[config.mk]
export PLATFORM = sky130hd
export DESIGN_NAME = regfile_wb_arbiter
export DESIGN_NICKNAME = d
export VERILOG_FILES = /design/src/rtl/regfile_wb_arbiter.sv
export SDC_FILE = /design/constraint.sdc
export NUM_CORES = 1
export LEC_CHECK = 0
export BUFFER_PORTS_ARGS = -buffer_cell sky130_fd_sc_hd__buf_2
export CORE_UTILIZATION = 46
export CTS_CLUSTER_SIZE = 28
export DETAILED_ROUTE_END_ITERATION = 16
export GPL_ROUTABILITY_DRIVEN = 1
export HOLD_SLACK_MARGIN = 0.12
export PLACE_DENSITY_LB_ADDON = 0.25
export SETUP_SLACK_MARGIN = 0.5
export SKIP_CTS_REPAIR_TIMING = 1
export SLEW_MARGIN = 20
export SYNTH_ARGS = -nofsm -noshare
export SYNTH_HDL_FRONTEND = slang
export SYNTH_SLANG_ARGS = --single-unit
export TNS_END_PERCENT = 1
[constraint.sdc]
create_clock -name clk -period 2.55 [get_ports clk]
set_input_delay 0.51 -clock clk [delete_from_list [all_inputs] [get_ports clk]]
set_output_delay 0.51 -clock clk [all_outputs]
set_load 0.03 [all_outputs]
[src/rtl/regfile_wb_arbiter.sv]
// -----------------------------------------------------------------------------
// regfile_wb_arbiter
//
// Shares the single register-file write port between the in-order WB stage and
// the multi-cycle DIV/REM unit. One divider result is buffered; WB normally wins
// the write port, but a buffered result that has lost arbitration MAX_WAIT cycles
// in a row stalls WB for one cycle and drains. A per-register pending-write
// scoreboard tells the hazard unit which sources are still waiting on the divider.
//
// Optional feature (macro WB_FORWARD_EN): when defined, a source register is
// reported not busy in the very cycle its buffered result is being written (the
// hazard unit bypasses rf_data). When undefined, busy holds until the next cycle.
//
// Ports
//   clk, rst                  clock (rising edge), asynchronous active-high reset
//   issue_valid/issue_rd      divider op issued, destination register
//   issue_ready               outstanding divider ops < MAX_OUT
//   div_valid/div_rd/div_data divider result handshake input
//   div_ready                 result buffer empty
//   wb_valid/wb_rd/wb_data    WB stage write request
//   stall_wb                  freeze WB stage (registered)
//   rf_we/rf_rd/rf_data       register-file write port
//   rs1_addr/rs2_addr         decode-stage source registers
//   rs1_busy/rs2_busy         source has a pending divider write
// -----------------------------------------------------------------------------
module regfile_wb_arbiter #(
   parameter int DATA_W   = 32,
   parameter int ADDR_W   = 5,
   parameter int MAX_OUT  = 4,
   parameter int MAX_WAIT = 3
) (
   input  logic              clk,
   input  logic              rst,
   input  logic              issue_valid,
   input  logic [ADDR_W-1:0] issue_rd,
   output logic              issue_ready,
   input  logic              div_valid,
   input  logic [ADDR_W-1:0] div_rd,
   input  logic [DATA_W-1:0] div_data,
   output logic              div_ready,
   input  logic              wb_valid,
   input  logic [ADDR_W-1:0] wb_rd,
   input  logic [DATA_W-1:0] wb_data,
   output logic              stall_wb,
   output logic              rf_we,
   output logic [ADDR_W-1:0] rf_rd,
   output logic [DATA_W-1:0] rf_data,
   input  logic [ADDR_W-1:0] rs1_addr,
   input  logic [ADDR_W-1:0] rs2_addr,
   output logic              rs1_busy,
   output logic              rs2_busy
);

   localparam int NREG   = 1 << ADDR_W;
   localparam int CNT_W  = $clog2(MAX_OUT + 1);
   localparam int WAIT_W = $clog2(MAX_WAIT + 1);
   localparam logic [CNT_W-1:0]  MAX_OUT_C  = CNT_W'(MAX_OUT);
   localparam logic [WAIT_W-1:0] MAX_WAIT_C = WAIT_W'(MAX_WAIT);

   logic [NREG-1:0]   sb_q, sb_d;
   logic [CNT_W-1:0]  out_cnt_q, out_cnt_d;
   logic              buf_valid_q, buf_valid_d;
   logic [ADDR_W-1:0] buf_rd_q;
   logic [DATA_W-1:0] buf_data_q;
   logic [WAIT_W-1:0] wait_cnt_q, wait_cnt_d;
   logic              stall_q, stall_d;

   logic buf_load, issue_acc, wb_grant, buf_grant, buf_lose;

   assign div_ready   = ~buf_valid_q;
   assign issue_ready = (out_cnt_q < MAX_OUT_C);
   assign stall_wb    = stall_q;

   assign buf_load  = div_valid & ~buf_valid_q;
   assign issue_acc = issue_valid & issue_ready;
   // WB requests are ignored during a stall, so the buffer owns the port then.
   assign wb_grant  = ~stall_q & wb_valid;
   assign buf_grant = buf_valid_q & ~wb_grant;
   assign buf_lose  = buf_valid_q & ~buf_grant;

   // NOTE: every output of a combinational block gets a default first so no
   // path leaves it unassigned and a latch cannot be inferred.
   always_comb begin
      rf_we   = 1'b0;
      rf_rd   = '0;
      rf_data = '0;
      if (wb_grant) begin
         rf_we   = 1'b1;
         rf_rd   = wb_rd;
         rf_data = wb_data;
      end else if (buf_grant) begin
         // x0 results are consumed without a write.
         rf_we   = (buf_rd_q != '0);
         rf_rd   = buf_rd_q;
         rf_data = buf_data_q;
      end
      if (rst) rf_we = 1'b0;
   end

   always_comb begin
      sb_d = sb_q;
      // Clear before set so a same-cycle issue to the retiring register wins.
      if (buf_grant) sb_d[buf_rd_q] = 1'b0;
      if (issue_acc && (issue_rd != '0)) sb_d[issue_rd] = 1'b1;

      out_cnt_d = out_cnt_q;
      case ({issue_acc, buf_grant})
         2'b10:   out_cnt_d = out_cnt_q + 1'b1;
         2'b01:   out_cnt_d = out_cnt_q - 1'b1;
         default: out_cnt_d = out_cnt_q;
      endcase

      // Load only when empty, drain only when full: the two never coincide,
      // which also keeps div_ready low in the draining cycle.
      buf_valid_d = buf_valid_q;
      if (buf_load)       buf_valid_d = 1'b1;
      else if (buf_grant) buf_valid_d = 1'b0;

      wait_cnt_d = buf_lose ? wait_cnt_q + 1'b1 : '0;
      // The stall forces a grant, so it lasts exactly one cycle.
      stall_d    = buf_lose && (wait_cnt_d == MAX_WAIT_C);
   end

   // NOTE: sequential state uses non-blocking assignments so every flop samples
   // the pre-edge values regardless of statement order.
   always_ff @(posedge clk or posedge rst) begin
      if (rst) begin
         sb_q        <= '0;
         out_cnt_q   <= '0;
         buf_valid_q <= 1'b0;
         wait_cnt_q  <= '0;
         stall_q     <= 1'b0;
      end else begin
         sb_q        <= sb_d;
         out_cnt_q   <= out_cnt_d;
         buf_valid_q <= buf_valid_d;
         wait_cnt_q  <= wait_cnt_d;
         stall_q     <= stall_d;
      end
   end

   // NOTE: the buffer payload has no reset; it is only observed while
   // buf_valid_q is set, so resetting it would add logic for no behaviour.
   always_ff @(posedge clk) begin
      if (buf_load) begin
         buf_rd_q   <= div_rd;
         buf_data_q <= div_data;
      end
   end

`ifdef WB_FORWARD_EN
   assign rs1_busy = sb_q[rs1_addr] && (rs1_addr != '0) && !(buf_grant && (buf_rd_q == rs1_addr));
   assign rs2_busy = sb_q[rs2_addr] && (rs2_addr != '0) && !(buf_grant && (buf_rd_q == rs2_addr));
`else
   assign rs1_busy = sb_q[rs1_addr] && (rs1_addr != '0);
   assign rs2_busy = sb_q[rs2_addr] && (rs2_addr != '0);
`endif

endmodule
---- Word-level counts from Yosys, hierarchy flattened ----
Index checks and enable logic that the tools add are counted.
operators by class
  add/sub/neg operators ................... 3
  magnitude comparators ................... 7
  eq/ne operators ......................... 3
  mux-type cells .......................... 21
  bitwise operators ....................... 12
  reduce and logical (&&, ||, !) cells .... 12
operators with widths
  kind                                                                                 count
  32-bit 2-to-1 mux                                                                    4
  32-bit AND                                                                           1
  32-bit NOT                                                                           1
  32-bit bitwise OR                                                                    1
  5-bit by 6-bit < comparator with 1-bit output, second input constant                 4
  5-bit nonzero test                                                                   4
  1-bit binary-select mux with 5-bit select                                            2
  1-bit demux with 5-bit select                                                        2
  5-bit by 1-bit greater-or-equal comparator with 1-bit output, second input constant  2
  5-bit 2-to-1 mux                                                                     2
  1-bit 2-to-1 mux                                                                     9
  1-bit logical AND                                                                    6
  3-bit one-hot mux with 2 select lines                                                1
  1-bit AND                                                                            5
  2-bit == test, second input constant                                                 2
  1-bit NOT                                                                            4
  2-bit nonzero test                                                                   2
  3-bit by 1-bit adder with 3-bit output, second input constant                        1
  3-bit < comparator, second input constant                                            1
  3-bit by 1-bit subtractor with 3-bit output, second input constant                   1
  2-bit by 1-bit adder with 2-bit output, second input constant                        1
  2-bit by 1-bit == test with 1-bit output, second input constant                      1
  2-bit 2-to-1 mux                                                                     1
word-level totals
  register bits ........................... 76
  bits of input ports ..................... 94
  output and inout bits ................... 43
  word-level logic and storage cells ...... 65

---- Longest topological paths before layout ----
  depth after elaboration ................. 9
  gate-level depth with buffers ........... 9
  mapped depth without buffers ............ 9

---- Least setup slack after synthesis ----
Ideal clock, no wire load.
  path type ............................... in2reg
  start point ............................. in div_valid
  end point ............................... reg buf_data_q[0] (enable)
  setup time .............................. 437 ps
  arrival ................................. 2204 ps
  required time ........................... 2113 ps
  setup slack ............................. -91 ps
  cell stages on the path ................. 1
  buffers on the path ..................... 0
  cells stage by stage .................... nor2b_1
on the way
  word-level cells in the longest chain between the ends .. 1
RTL lines
  item                  RTL line  source
  from (decl)           37        input logic div_valid,
  1-bit AND             74        assign buf_load = div_valid & ~buf_valid_q;
  to (signal assigned)  147       buf_data_q <= div_data;
  to (decl)             64        logic [DATA_W-1:0] buf_data_q;
No other way between the ends.
A chain may end at the register's enable or synchronous reset.

---- Final worst setup path ----
  start point ............................. reg sb_q[18]
  end point ............................... out rs1_busy
on the way
  word-level cells in the longest chain between the ends .. 3
RTL lines
  item                                       RTL line  source
  from (decl)                                60        logic [NREG-1:0] sb_q, sb_d;
  from (signal assigned)                     128       sb_q <= '0;
  from (signal assigned)                     134       sb_q <= sb_d;
  1-bit binary-select mux with 5-bit select  155       assign rs1_busy = sb_q[rs1_addr] && (rs1_addr != '0);
  1-bit 2-to-1 mux (implied by the code)     155
  1-bit logical AND                          155
  to (decl)                                  50        output logic rs1_busy,
No other way between the ends. The select of a mux whose other input is x is not followed.

==> results_dict.tcl <==
set metrics [dict create \
    status "complete, no violations" \
    synth-seq-cells 76 \
    clk_pin_slew_worst_paths_ns 0.08 \
    diodes 0 \
    r2r-start "stall_wb$_DFF_PP0_" \
    p_leak_nw 2.36 \
    yosysTopAreaCell "edfxtp_1" \
    cts_tree "built" \
    grt_usage_pct 24.2 \
    p_comb_share_pct 29.3 \
    drtIter0Drc 168 \
    synth_warnings 0 \
    seq_area_um2 2090 \
    vias_per_cell 5.46 \
    grt_pass1_wl_mm 16.7 \
    drive_gt1_share_pct 33.4 \
    synth_edf_count 37 \
    endpoint "rs1_busy" \
    p_seq_share_pct 47.6 \
    slowest_stage "dfrtp_1" \
    cp-start-kind "register" \
    syn_area_per_cell_um2 9.82 \
    required_ns 2.04 \
    worstPathArrival_ns 1.87 \
    p_int_mw 2.51 \
    synth-async-reset-ratio_pct 51.3 \
    maxCapViolations 0 \
    worstPathCellList "mux2_4 > o311ai_4 > o22ai_1 > or3_1 > buf_6" \
    netlist_area_um2 4040 \
    vias 3565 \
    cts_root_buf "clkbuf_8" \
    clock_latency_ns 0.34 \
    antenna_found_initial 0 \
    syn_to_final_growth_pct 26.0 \
    cts_inserted_buffers 9 \
    die_h_um 95.7 \
    worst_pin_slew_ns 0.530 \
    swShare_pct 34.1 \
    nets 639 \
    io_pins 137 \
    drc 0 \
    worstSetupStartpoint "sb_q[18]$_DFF_PP0_" \
    yosys-top-cells-area "edfxtp_1 (28%), dfrtp_1 (24%), nand2_1 (7.5%), o21ai_0 (6.8%), nand3_1 (6.0%)" \
    htree_levels 3 \
    core-area_um2 8340 \
    clkPwrFrac_pct 23.1 \
    dieArea_um2 9150 \
    r2r_cells 9 \
    crit_fanout 3 \
    hpwl_mm 7.84 \
    grt-ovfl-total 0 \
    rsz0062_at_grt "true" \
    initial_utilization_pct 48.4 \
    fp-row-count 33 \
    ir_drop_mv 0.400 \
    p_switching_mw 1.30 \
    die_w_um 95.7 \
    numClockSinks 76 \
    finClkSkew_ns 0.00673 \
    tns_ns 0 \
    synthFlopType "dfrtp_1" \
    yosysUniqueCellTypes 49 \
    reg2reg_to "out_cnt_q[2]$_DFFE_PP0P_" \
    min_period_ns 2.38 \
    final_antenna_net_count 0 \
    gp_congestion 0.838 \
    grt_pass1_vias 3497 \
    end_kind "output pin" \
    syn-instance-count 411 \
    firstDrtPassIters 5 \
    path_class "reg2out" \
    post_drt_wl_per_cell_um 16.0 \
    nFillCells 751 \
    seq_area_frac_synth_pct 51.7 \
    multi_input_area_um2 1800 \
    power_per_cell_area_nw_per_um2 749 \
    synth_top_cell_area_share_pct 27.5 \
    ff2ff_setup_slack_ns 0.71 \
    slowest_delay_ns 0.40 \
    slew_headroom_pct 64.2 \
    fmaxAchievable_mhz 421 \
    setup_viol 0 \
    ctsLongestPathBuffers 2 \
    slew_violations 0 \
    timing.hold.ws_ns 0.278 \
    wirelength_mm 10.4 \
    hold_path_class "in2async" \
    grt_max_degree 40 \
    hold_violations 0 \
    portBuffers 136 \
    fin_crit_sh_pct 93.2 \
    synth_fp_nets 507 \
]
==> per-layer routing <==
| metal | GRT usage [%] | up-vias | share of wire (%) | routed length, µm |
|---|---|---|---|---|
| met5 | 0 | - | 0 | 0 |
| met4 | 6.47 | 0 | 1.7 | 177 |
| met3 | 5.26 | 17 | 7.4 | 773 |
| met2 | 41.5 | 154 | 50 | 5200 |
| met1 | 31.1 | 1659 | 41 | 4290 |
| li1 | - | 1735 | - | - |
==> power groups by stage <==
stage | Combinational, mW | Sequential [mW] | Clock [mW]
after global placement | 1.03 | 1.82 | 0
after floorplan | 0.792 | 1.72 | 0
after global routing | 1.23 | 1.84 | 0.957
after CTS | 1.06 | 1.80 | 0.899
after detailed placement | 1.06 | 1.83 | 0
final | 1.11 | 1.81 | 0.882
==> critical path, delay by kind of cell (launching register included) <==
| family | cells | cell delay, ns |
|---|---|---|
| DFF | 1 | 0.40 |
| and+or+nand+nor | 1 | 0.33 |
| muxes | 1 | 0.28 |
| buffers and inverters | 1 | 0.15 |
| AOI/OAI and AO/OA | 2 | 0.38 |
==> cells in the mapped netlist (2+ instances only) <==
cell,number
nor3_1,2
clkbuf_1,18
o21ai_0,55
nand2b_1,8
nand2_1,81
a21oi_1,2
edfxtp_1,37
dfrtp_1,39
nor3b_1,3
mux2_2,3
a211oi_1,2
o41ai_1,3
o311ai_1,2
o31ai_1,2
buf_2,6
xnor2_1,3
a21o_1,2
nand3b_1,14
a32o_1,2
or3_1,9
nor2b_1,3
mux2i_1,15
buf_6,4
buf_1,2
inv_1,11
a31oi_1,2
nor2_1,6
nor4b_1,3
nand3_1,48
mux4_2,5
==> state kept, by name, indices dropped and copies added (netlist names) <==
name,cells
stall_wb,1
buf_data_q,32
wait_cnt_q,2
out_cnt_q,3
buf_valid_q,1
buf_rd_q,5
sb_q,32
==> area by class of cell <==
type	instances	share of cell area, %
timing repair buffer	151	16.3
multi-input combinational	292	35.4
inverter	13	0.959
clock inverter	6	1.28
tap	105	2.58
clock buffer	10	2.51
sequential	76	41.0
==> how the worst min path moves through the flow <==
| stage | to | from | slack [ns] | cells past startpoint |
|---|---|---|---|---|
| finish | out_cnt_q[0]$_DFFE_PP0P_ | rst | 0.28 | 3 |
| global route | out_cnt_q[0]$_DFFE_PP0P_ | rst | 0.32 | 3 |
| CTS | out_cnt_q[0]$_DFFE_PP0P_ | rst | 0.30 | 3 |
| detailed placement | out_cnt_q[0]$_DFFE_PP0P_ | out_cnt_q[0]$_DFFE_PP0P_ | 0.48 | 1 |
| global placement | wait_cnt_q[0]$_DFF_PP0_ | wait_cnt_q[0]$_DFF_PP0_ | 0.44 | 1 |
| floorplan | wait_cnt_q[0]$_DFF_PP0_ | wait_cnt_q[0]$_DFF_PP0_ | 0.43 | 1 |
==> stage by stage <==
stage	instance area [µm²]	setup WS, ns	total power [mW]	instances	utilization (%)
4_1_cts	5010	0.0388	3.77	650	60.1
5_1_grt	5090	0.103	4.03	653	61.0
6_report	5090	0.173	3.81	653	61.0
2_1_floorplan	4040	0.329	2.51	411	-
3_3_place_gp	4820	0.101	2.85	634	57.7
3_5_place_dp	4820	0.0411	2.89	634	57.7
==> cell families (layout without fill, tap and decap cells) <==
| kind of cell | count (synthesis) | after routing | synth area share [%] |
|---|---|---|---|
| buffers and inverters | 43 | 180 | 4.93 |
| AOI/OAI and AO/OA | 79 | 79 | 11.7 |
| DFF | 76 | 76 | 51.7 |
| and+or+nand+nor | 183 | 183 | 22.4 |
| xor gates and xnor gates | 4 | 4 | 0.868 |
| adders and majority gates | 2 | 2 | 0.806 |
| muxes | 24 | 24 | 7.63 |
==> placed cells by master, fill, tap and decap left out, types with 4 or more instances in the layout <==
| master | netlist | layout |
|---|---|---|
| o21ai_0 | 55 | 55 |
| nand2_1 | 81 | 81 |
| clkbuf_8 | 0 | 9 |
| nand3_1 | 48 | 48 |
| dfrtp_1 | 39 | 39 |
| edfxtp_1 | 37 | 37 |
| mux4_2 | 5 | 5 |
| buf_2 | 6 | 132 |
| or3_1 | 9 | 9 |
| mux2i_1 | 15 | 15 |
| clkinvlp_4 | 0 | 4 |
| buf_4 | 0 | 14 |
| nand3b_1 | 14 | 14 |
| inv_1 | 11 | 11 |
| nor2_1 | 6 | 6 |
| nand2b_1 | 8 | 8 |
(Power assumes the default switching activity.)
